--- config.mk ---
export PLATFORM = sky130hd
export DESIGN_NAME = inst_loader
export DESIGN_NICKNAME = d
export VERILOG_FILES = /design/src/rtl/inst_loader_pkg.sv /design/src/rtl/inst_byte_packer.sv /design/src/rtl/inst_loader.sv
export SDC_FILE = /design/constraint.sdc
export NUM_CORES = 1
export LEC_CHECK = 0
export CAP_MARGIN = 30
export CORE_MARGIN = 2
export CORE_UTILIZATION = 47
export CTS_BUF_LIST = sky130_fd_sc_hd__clkbuf_8 sky130_fd_sc_hd__clkbuf_16
export CTS_CLUSTER_SIZE = 20
export DETAILED_ROUTE_END_ITERATION = 8
export PLACE_DENSITY = 0.76
export SLEW_MARGIN = 10
export SYNTH_ARGS = -nofsm -noshare
export SYNTH_HDL_FRONTEND = slang
export SYNTH_SLANG_ARGS = --single-unit
--- constraint.sdc ---
create_clock -name clock -period 2.4 [get_ports clock]
set_input_delay 0.36 -clock clock [delete_from_list [all_inputs] [get_ports clock]]
set_output_delay 0.36 -clock clock [all_outputs]
set_load 0.005 [all_outputs]
--- src/rtl/inst_loader_pkg.sv ---
// Shared constants for the instruction loader: state encodings and field widths.
package inst_loader_pkg;

  localparam logic [2:0] ST_IDLE   = 3'd0;
  localparam logic [2:0] ST_LEN_LO = 3'd1;
  localparam logic [2:0] ST_LEN_HI = 3'd2;
  localparam logic [2:0] ST_DATA   = 3'd3;
  localparam logic [2:0] ST_CHECK  = 3'd4;
  localparam logic [2:0] ST_DONE   = 3'd5;
  localparam logic [2:0] ST_ERROR  = 3'd6;

  localparam int BYTES_PER_WORD = 4;
  localparam int BIDX_W         = 2;
  localparam int LEN_W          = 16;

  typedef logic [LEN_W-1:0] len_t;

endpackage

--- src/rtl/inst_byte_packer.sv ---
// Packs a byte stream into 32-bit words, first byte into [31:24].
// word_valid pulses for one cycle after the edge that accepts the 4th byte.
module inst_byte_packer
  import inst_loader_pkg::*;
(
  input  logic        clock,
  input  logic        reset,
  input  logic        clear,
  input  logic        byte_valid,
  input  logic [7:0]  byte_data,
  output logic        last_byte,
  output logic        word_valid,
  output logic [31:0] word
);

  logic [BIDX_W-1:0] byte_idx;
  logic [23:0]       shift;

  assign last_byte = byte_valid && (byte_idx == BIDX_W'(BYTES_PER_WORD - 1));

  always_ff @(posedge clock) begin
    if (reset) begin
      byte_idx   <= '0;
      shift      <= '0;
      word_valid <= 1'b0;
      word       <= '0;
    end else begin
      word_valid <= 1'b0;
      if (clear) begin
        byte_idx <= '0;
        shift    <= '0;
      end else if (byte_valid) begin
        // byte_idx wraps to 0 after the 4th byte, ready for the next word
        byte_idx <= byte_idx + BIDX_W'(1);
        shift    <= {shift[15:0], byte_data};
        if (last_byte) begin
          word_valid <= 1'b1;
          word       <= {shift, byte_data};
        end
      end
    end
  end

endmodule

--- src/rtl/inst_loader.sv ---
// Instruction-memory loader: length-prefixed byte stream -> word writes, holds the CPU while loading.
// Optional trailing XOR checksum byte when INST_LOADER_CHECKSUM_EN is defined.
module inst_loader
  import inst_loader_pkg::*;
#(
  parameter int ADDR_WIDTH = 10
) (
  input  logic        clock,
  input  logic        reset,
  input  logic        start,
  input  logic [7:0]  rx_data,
  input  logic        rx_valid,
  output logic        rx_ready,
  output logic        wr_en,
  output logic [31:0] wr_addr,
  output logic [31:0] wr_data,
  output logic        cpu_hold,
  output logic        busy,
  output logic        done,
  output logic        error
);

`ifdef INST_LOADER_CHECKSUM_EN
  localparam logic [2:0] ST_AFTER_DATA = ST_CHECK;
`else
  localparam logic [2:0] ST_AFTER_DATA = ST_DONE;
`endif

  logic [2:0]            state;
  len_t                  length;
  len_t                  full_len;
  logic [ADDR_WIDTH-1:0] word_index;
  logic                  accept;
  logic                  data_accept;
  logic                  start_ok;
  logic                  last_byte;
  logic                  last_word;
  logic                  too_long;
`ifdef INST_LOADER_CHECKSUM_EN
  logic [7:0]            csum;
`endif

  assign busy     = state inside {ST_LEN_LO, ST_LEN_HI, ST_DATA, ST_CHECK};
  assign rx_ready = busy;
  assign done     = (state == ST_DONE);
  assign error    = (state == ST_ERROR);
  assign cpu_hold = busy || error;

  assign accept      = rx_valid && rx_ready;
  assign data_accept = accept && (state == ST_DATA);
  assign start_ok    = start && (state inside {ST_IDLE, ST_DONE, ST_ERROR});

  assign full_len  = {rx_data, length[7:0]};
  assign too_long  = 32'(full_len) > (32'd1 << ADDR_WIDTH);
  assign last_word = 32'(word_index) == (32'(length) - 32'd1);

  inst_byte_packer u_packer (
    .clock      (clock),
    .reset      (reset),
    .clear      (start_ok),
    .byte_valid (data_accept),
    .byte_data  (rx_data),
    .last_byte  (last_byte),
    .word_valid (wr_en),
    .word       (wr_data)
  );

  always_ff @(posedge clock) begin
    if (reset) begin
      state      <= ST_IDLE;
      length     <= '0;
      word_index <= '0;
      wr_addr    <= '0;
`ifdef INST_LOADER_CHECKSUM_EN
      csum       <= '0;
`endif
    end else begin
      case (state)
        ST_IDLE, ST_DONE, ST_ERROR: begin
          if (start) begin
            state      <= ST_LEN_LO;
            word_index <= '0;
`ifdef INST_LOADER_CHECKSUM_EN
            csum       <= '0;
`endif
          end
        end
        ST_LEN_LO: begin
          if (accept) begin
            length[7:0] <= rx_data;
            state       <= ST_LEN_HI;
          end
        end
        ST_LEN_HI: begin
          if (accept) begin
            length[15:8] <= rx_data;
            if (full_len == '0)
              state <= ST_AFTER_DATA;
            else if (too_long)
              state <= ST_ERROR;
            else
              state <= ST_DATA;
          end
        end
        ST_DATA: begin
          if (data_accept) begin
`ifdef INST_LOADER_CHECKSUM_EN
            csum <= csum ^ rx_data;
`endif
            // wr_addr lands together with the packer's word_valid on the same edge
            if (last_byte) begin
              wr_addr <= 32'({word_index, 2'b00});
              if (last_word)
                state <= ST_AFTER_DATA;
              else
                word_index <= word_index + ADDR_WIDTH'(1);
            end
          end
        end
`ifdef INST_LOADER_CHECKSUM_EN
        ST_CHECK: begin
          if (accept)
            state <= (rx_data == csum) ? ST_DONE : ST_ERROR;
        end
`endif
        default: state <= ST_IDLE;
      endcase
    end
  end

endmodule

==> metrics.yaml, run 1 <==
status: "complete, no violations"
layout-drive-gt1-share_pct: 14.57
synth-seq-cells: 98
p_per_area_nw_per_um2: 716.8
holdPathStages: 2
yosysUniqueCellTypes: 54
cts_root_buffer: "clkbuf_8"
relSlewSlack_pct: 58.18
fin_crit_ps: 2372
area_delta_synth_final_pct: 27.63
synth_area_um2: 4461
cts_buffers: 9
max_freq_ghz: 0.4215
synth_top_area_share_pct: 43.98
nets: 670
synthMostInstantiatedCell: "nand2_1"
p_clk_share_pct: 25.1
setup-tns-final_ps: 0
antenna_found_initial: 0
setup_violations: 0
required_ps: 2710
path_class: "register to register"
r2r_slack_ps: 30
slew_violations: 0
worstSetupEndpointType: "register"
final_cell_area_um2: 5693
multiInputGateArea_um2: 2410
wl_met1_mm: 5.070
portBuffers: 59
power_leakage_nw: 1.945
async_flop_share_pct: 0
grt-ovfl-total: 0
power.switching_mw: 1.381
die_area_um2: 10290
die_y_um: 101.4
n_antenna_cell: 0
track_usage_pct: 23.15
yosys.area.top_type: "dfxtp_1"
clk_pin_slew_ps: 110
dr_wl_met2_mm: 5.776
post-route-drc-count: 0
tightest_slew_ps: 627.2
dpl_cell_area_um2: 5358
drt_iter0_markers: 276
seq_area_um2: 1964
viasPerCell: 5.232
grt_pass1_vias: 3940
worstSetupStartpointType: "register"
p_comb_share_pct: 32.4
routed.top_layer: "met4"
skew_ps: 13.90
grt_setup_unrepaired: "yes"
htree_levels: 3
arrival_ps: 2690
die_w_um: 101.4
whs_ps: 459.6
fillers: 851
synth_commonest_cells: "nand2_1 (193), dfxtp_1 (98), a21oi_1 (85)"
maxCapViolations: 0
clockBufferDepth: 2
hpwl_mm: 8.477
min_period_over_period_pct: 98.84
cts_sinks: 98
cts_tree: "done"
rows: 35
syn_area_per_cell_um2: 7.757
wl_met3_um: 581
num_vias: 4123
wl_per_cell_um: 14.82
gp_congestion: 0.9555
irDropWorstVdd_v: 0.0004426
ys_seq_area_share_pct: 43.98
grt_pass1_wl_mm: 18.78
synth_edf_count: 0
finalHoldViolCount: 0
insertion_delay_ps: 380
start_util_pct: 48.27
ys_warn_count: 0
crit_fanout: 5
grt_max_degree: 44
ant_nets: 0
synth_area_leaders: "dfxtp_1 (44%), nand2_1 (16%), a21oi_1 (9.5%)"
hp-class: "register to register"
wl_mm: 11.68
core_area_um2: 9240
swShare_pct: 33.83
dr.pass1.iters: 5
p_int_mw: 2.700
p_seq_share_pct: 42.6
synth_cells: 575
cts_hold_buf: 0
rr_worst_depth: 8
io_pins: 82
yosys_most_used_dff: "dfxtp_1"
final cells by class:
type	count	share of cell area (%)
inverter	5	0.3297
timing repair buffer	106	16.77
multi-input combinational	434	42.33
clock inverter	7	1.055
tap	129	2.835
clock buffer	9	2.176
sequential	98	34.51
final timing paths:
| kind | from | endpoint |
|---|---|---|
| max | length[2]$_SDFFE_PP0P_ | word_index[7]$_SDFFE_PP0P_ |
| min | wr_addr[4]$_SDFFE_PP0P_ | wr_addr[4]$_SDFFE_PP0P_ |
| max reg2reg | length[2]$_SDFFE_PP0P_ | word_index[7]$_SDFFE_PP0P_ |
| min reg2reg | wr_addr[4]$_SDFFE_PP0P_ | wr_addr[4]$_SDFFE_PP0P_ |
kinds of logic (layout without fill, tap and decap cells):
logic type / count (synthesis) / count (layout) / share of synthesized area (%)
compound gates: 121 / 121 / 16.75
xor+xnor: 12 / 12 / 2.356
fa+ha+maj: 4 / 4 / 1.122
buf+inv: 64 / 127 / 7.517
flops: 98 / 98 / 43.98
mux: 10 / 10 / 2.244
other cells: 1 / 22 / 0.08407
simple gates: 265 / 265 / 25.95
repair_timing:
action,CTS,global route
pin swaps,3,6
setup endpoints to repair,7,12
setup buffers,1,2
resized for setup,7,13
power by group through the flow:
stage / registers (mW) / clock network [mW] / logic [mW]
2_1_floorplan: 1.76 / 0 / 0.801
3_3_place_gp: 1.76 / 0 / 1.16
3_5_place_dp: 1.77 / 0 / 1.17
4_1_cts: 1.73 / 1.02 / 1.22
5_1_grt: 1.74 / 1.09 / 1.43
6_report: 1.74 / 1.02 / 1.32
critical path, cell delays in order (launching register included):
cell	delay, ps
dfxtp_1	320
or4_4	560
buf_6	150
o31a_1	270
nor3_4	250
a211oi_4	60
buf_12	160
a2111oi_4	320
mux2i_1	210
state kept, by name, indices dropped and copies added, names as in the netlist:
register and count:
length 16, wr_addr 10, u_packer.byte_idx 2, u_packer.word 32
u_packer.shift 24, u_packer.word_valid 1, word_index 10, state 3
metal layers:
layer,track usage (%),vias to the layer above
li1,-,2045
met1,28.82,1919
met2,40.14,137
met3,3.451,22
met4,9.459,0
met5,0,-
through the flow:
stage / power (mW) / cells / worst slack (ps) / util, %
2_1_floorplan: 2.564 / 596 / 3.061 / -
3_3_place_gp: 2.921 / 769 / -14.21 / 57.98
3_5_place_dp: 2.937 / 769 / -71.86 / 57.98
4_1_cts: 3.978 / 786 / -10.07 / 60.51
5_1_grt: 4.262 / 788 / -59.42 / 61.61
6_report: 4.081 / 788 / 27.75 / 61.61
cell usage in the layout (no fill, tap or decap), types with 5 or more instances in the layout:
cell type / instances
mux2i_1: 10
nor3_1: 5
dfxtp_1: 96
xnor2_1: 8
clkdlybuf4s50_1: 58
nand2_1: 193
inv_1: 5
a21oi_1: 84
nand2b_1: 11
buf_4: 45
conb_1: 22
clkbuf_8: 9
nor2_1: 15
Power figures use the tool's default switching activity.
==> run 2: changes to the inputs <==
Settings changed: CORE_MARGIN 2 to not set, HOLD_SLACK_MARGIN set to 0.08.
==> run 2 against run 1 <==
Clock-buffer cell count is 2 higher. Register-to-register slack better by 50 ps. Critical path depth down 4. Via count shrank 3.4%. Clock power rose by 11%. Power decreased by 0.32%. Cell count decreased by 4.1%. Hold slack got worse by 71 ps. Flip-flop and latch count stayed put. Combinational power shrank 9%. Final area fell by 2.6%. Critical path type is now register to primary output. Critical endpoint is now cpu_hold.
==> metrics.yaml, run 2 (synthesis results as in run 1) <==
status: "complete, no violations"
hp-class: "input pin to register"
track_usage_pct: 23.64
arrival_ps: 1970
final_cells: 756
n_antenna_cell: 0
worstSetupStartpointType: "register"
grt-ovfl-total: 0
dr.pass1.iters: 4
core_area_um2: 9196
min_period_over_period_pct: 97.08
die_area_um2: 9884
cts_tree: "done"
io_pins: 82
clk_pin_slew_ps: 100
relSlewSlack_pct: 62.99
grt_pass1_wl_mm: 18.26
layout_common_cells: "nand2_1 (193), dfxtp_1 (96), a21oi_1 (85)"
die_y_um: 99.42
maxCapViolations: 0
post-route-drc-count: 0
fillers: 818
path_class: "register to primary output"
finalHoldViolCount: 0
setup-tns-final_ps: 0
fin_crit_ps: 2330
portBuffers: 59
largest_reg_flops: 32
rows: 35
num_vias: 3983
layout_commonest_cell: "nand2_1"
area_delta_synth_final_pct: 24.32
irDropWorstVdd_v: 0.0004685
wl_per_cell_um: 14.76
crit_fanout: 5
gp_congestion: 0.9428
start_util_pct: 48.50
nets: 657
grt_max_degree: 51
required_ps: 2040
tightest_slew_ps: 553.1
htree_levels: 3
grt_pass1_vias: 3774
cts_sinks: 98
dp.cells: 740
rr_worst_depth: 8
total_power_mw: 4.068
slew_violations: 0
p_per_area_nw_per_um2: 733.5
cts_buffers: 9
wl_mm: 11.16
max_freq_ghz: 0.4292
die_w_um: 99.42
drt_iter0_markers: 224
largest-register: "u_packer.word"
antenna_found_initial: 0
hpwl_mm: 8.163
reg_top3: "u_packer.word: 32 flops, u_packer.shift: 24 flops, length: 16 flops"
clockBufferDepth: 2
viasPerCell: 5.269
skew_ps: 12.47
ant_nets: 0
cts_root_buffer: "clkbuf_8"
setup_violations: 0
grt_setup_unrepaired: "yes"
power_leakage_nw: 1.894
holdPathStages: 2
insertion_delay_ps: 360
layout-drive-gt1-share_pct: 12.40
worstSetupEndpointType: "primary output"
cts_hold_buf: 0
==> run 2: changes by cell type in the layout (fill, tap and decap cells not counted), sizes merged <==
cell      delta
inv          -1
buf         -13
bufinv       +1
clkbuf       +2
clkinvlp     -2
clkinv       -1
==> run 2: timing repair <==
item                       in CTS  in global routing
setup endpoints to repair       4                 14
resized for setup               1                 14
setup buffers                   0                  1
==> run 2: cell type report <==
| type | count | area, um^2 | share of cell area [%] |
|---|---|---|---|
| clock buffers | 11 | 151.4 | 2.730 |
| well taps | 111 | 138.9 | 2.505 |
| clock inverters | 4 | 58.81 | 1.060 |
| repair buffers | 93 | 840.8 | 15.16 |
| multi-input cells | 434 | 2370 | 42.73 |
| flip-flops and latches | 98 | 1967 | 35.47 |
| inverters | 5 | 18.77 | 0.3384 |
==> run 2: where the power goes <==
part	internal [mW]	leakage, nW	switching (mW)
clock	0.547	0.108	0.579
combinational	0.528	0.995	0.668
sequential	1.69	0.791	0.0559
==> run 2: metrics by stage <==
| stage | hold slack (ps) | util, % | area [um^2] | setup slack, ps |
|---|---|---|---|---|
| 2_1_floorplan | 432.1 | - | 4608 | 3.061 |
| 3_3_place_gp | 441.4 | 57.12 | 5253 | 28.63 |
| 3_5_place_dp | 445.3 | 57.12 | 5253 | -25.44 |
| 4_1_cts | 385.1 | 59.41 | 5464 | -49.65 |
| 5_1_grt | 383.6 | 60.30 | 5545 | -17.75 |
| 6_report | 388.5 | 60.30 | 5545 | 70.14 |
==> run 2: final timing paths <==
| kind | from | end | slack (ps) |
|---|---|---|---|
| worst max register to register | length[2]$_SDFFE_PP0P_ | word_index[6]$_SDFFE_PP0P_ | 80 |
| worst min register to register | wr_addr[2]$_SDFFE_PP0P_ | wr_addr[2]$_SDFFE_PP0P_ | 460 |
| worst min-delay path | reset | u_packer.word[6]$_SDFFE_PP0P_ | 390 |
| worst max-delay path | state[0]$_SDFFE_PP0P_ | cpu_hold | 70 |
==> run 2: worst max-delay path: stages (launching register included) <==
cell and delay, ps:
dfxtp_4 370, or3_4 360, and2_4 170, or2_2 260
clkdlybuf4s50_1 440
==> run 2: routing by layer <==
layer	track usage, %	up-vias	share of wire [%]
met2	41.77	100	51
met4	8.710	0	2.0
li1	-	2011	-
met3	4.989	18	4.8
met1	28.25	1854	42
met5	0	-	0
==> run 3: changes to the inputs <==
Settings changed: CAP_MARGIN 30 to 0.
Clock period 2.4 ns to 2.1 ns, I/O delays scaled along.
==> run 3 against run 2 <==
The flow now finishes with violations (setup timing). Setup slack got worse by 350 ps. Critical path depth rose by 4. Combinational power rose by 47%. Core utilization rose by 4.3 points. Global-route usage rose by 0.52 points. Via count grew 5.7%. Critical endpoint is now state[1]$_SDFFE_PP0P_. Highest routed layer unchanged.
==> metrics.yaml, run 3 (synthesis results as in run 1) <==
status: "finished with violations"
violations: "setup timing"
viasPerCell: 5.324
rows: 35
layout_commonest_cell: "nand2_1"
fillers: 769
worstSetupStartpointType: "register"
nets: 691
r2r_slack_ps: -280
layout_common_cells: "nand2_1 (193), dfxtp_1 (89), a21oi_1 (83)"
cts_buffers: 9
largest-register: "u_packer.word"
skew_ps: 9.346
relSlewSlack_pct: 49.85
ant_nets: 0
grt_max_degree: 50
final_cells: 791
max_freq_ghz: 0.4195
slowest_stage: "or4_4"
start_util_pct: 48.50
io_pins: 82
required_ps: 2350
p_per_area_nw_per_um2: 851.7
area_delta_synth_final_pct: 33.13
crit_top_cell: "buf_4"
finish.utilization_pct: 64.57
setup-tns-final_ps: -2833
regToRegEndpoint: "state[1]$_SDFFE_PP0P_"
grt_pass1_vias: 3994
cts_sinks: 98
grt_pass1_wl_mm: 18.89
crit_fanout: 6
slew_violations: 0
cp_num_buf_inv: 2
power.switching_mw: 1.694
reg_top3: "u_packer.word: 32 flops, u_packer.shift: 24 flops, length: 16 flops"
rr_worst_depth: 8
portBuffers: 59
num_vias: 4211
min_from: "reset"
wl_per_cell_um: 14.99
p_seq_share_pct: 39.3
grt_setup_unrepaired: "yes"
hp-class: "input pin to register"
crit_chain: "or4_4, buf_4, nor4_4, o32ai_4, a2111o_1, buf_4, o21ai_2, a311oi_1"
irDropWorstVdd_v: 0.0004219
dpl_worst_slack_ps: -265.0
crit_family: "simple AND/OR/NAND/NOR gates"
setup_violations: 12
tightest_slew_ps: 752.3
min_period_over_period_pct: 113.5
largest_reg_flops: 32
dp.cells: 764
htree_levels: 3
fin_crit_ps: 2384
die_area_um2: 9884
post-route-drc-count: 0
total_power_mw: 5.058
swShare_pct: 33.49
drt_iter0_markers: 176
layout_setup_ws_ps: -284.0
die_w_um: 99.42
power_leakage_nw: 2.101
antenna_found_initial: 0
layout-drive-gt1-share_pct: 19.85
cts_tree: "done"
p_comb_share_pct: 34.7
cts_hold_buf: 0
n_antenna_cell: 0
regToRegStartpoint: "length[3]$_SDFFE_PP0P_"
clockBufferDepth: 2
die_y_um: 99.42
worstSetupEndpointType: "register"
arrival_ps: 2630
grt-ovfl-total: 0
holdPathStages: 2
maxCapViolations: 0
track_usage_pct: 24.17
dr.pass1.iters: 4
wl_mm: 11.85
slowest_delay_ps: 570
p_int_mw: 3.364
path_class: "register to register"
hold_end: "wr_addr[4]$_SDFFE_PP0P_"
finalHoldViolCount: 0
hpwl_mm: 8.474
p_clk_share_pct: 25.9
insertion_delay_ps: 370
clk_pin_slew_ps: 110
core_area_um2: 9196
cts_root_buffer: "clkbuf_8"
gp_congestion: 0.8859
run 3: repair_timing:
action                                  4_1_cts  5_1_grt
endpoints found under the setup margin       13       15
pin swaps                                     2       10
gates resized for setup                      15       20
setup buffers                                 5        6
run 3: worst max path at each step:
stage	startpoint	end	slack (ps)	cells past startpoint
global route	length[3]$_SDFFE_PP0P_	word_index[2]$_SDFFE_PP0P_	-350	9
floorplan	length[0]$_SDFFE_PP0P_	word_index[9]$_SDFFE_PP0P_	-250	10
CTS	length[5]$_SDFFE_PP0P_	word_index[9]$_SDFFE_PP0P_	-260	8
global placement	length[5]$_SDFFE_PP0P_	word_index[9]$_SDFFE_PP0P_	-210	6
detailed placement	length[5]$_SDFFE_PP0P_	word_index[8]$_SDFFE_PP0P_	-270	6
finish	length[3]$_SDFFE_PP0P_	state[1]$_SDFFE_PP0P_	-280	8
run 3: final cells by class:
class / instances / area, um^2 / area share (%)
inverter: 5 / 18.77 / 0.3161
sequential: 98 / 1978 / 33.31
clock buffer: 9 / 123.9 / 2.086
tap: 111 / 138.9 / 2.339
timing repair buffer: 127 / 1106 / 18.63
multi-input combinational: 434 / 2479 / 41.74
clock inverter: 7 / 93.84 / 1.580
run 3: stage by stage:
| stage | hold slack [ps] | area (um^2) |
|---|---|---|
| CTS | 328.0 | 5821 |
| detailed placement | 446.0 | 5502 |
| floorplan | 432.1 | 4692 |
| global route | 340.7 | 5938 |
| global placement | 441.3 | 5502 |
| finish | 340.3 | 5938 |
run 3: layer usage:
| metal | global-route usage [%] | routed length [um] | vias up |
|---|---|---|---|
| met5 | 0 | 0 | - |
| met4 | 11.99 | 420 | 0 |
| met3 | 3.303 | 471 | 30 |
| met2 | 42.84 | 6050 | 107 |
| met1 | 28.70 | 4911 | 2003 |
| li1 | - | - | 2071 |
run 3: power groups by stage:
stage	registers, mW	clock network [mW]	logic, mW
2_1_floorplan	2.02	0	0.981
3_3_place_gp	2.01	0	1.46
3_5_place_dp	2.02	0	1.49
4_1_cts	1.98	1.33	1.63
5_1_grt	2.00	1.39	1.88
6_report	1.99	1.31	1.76
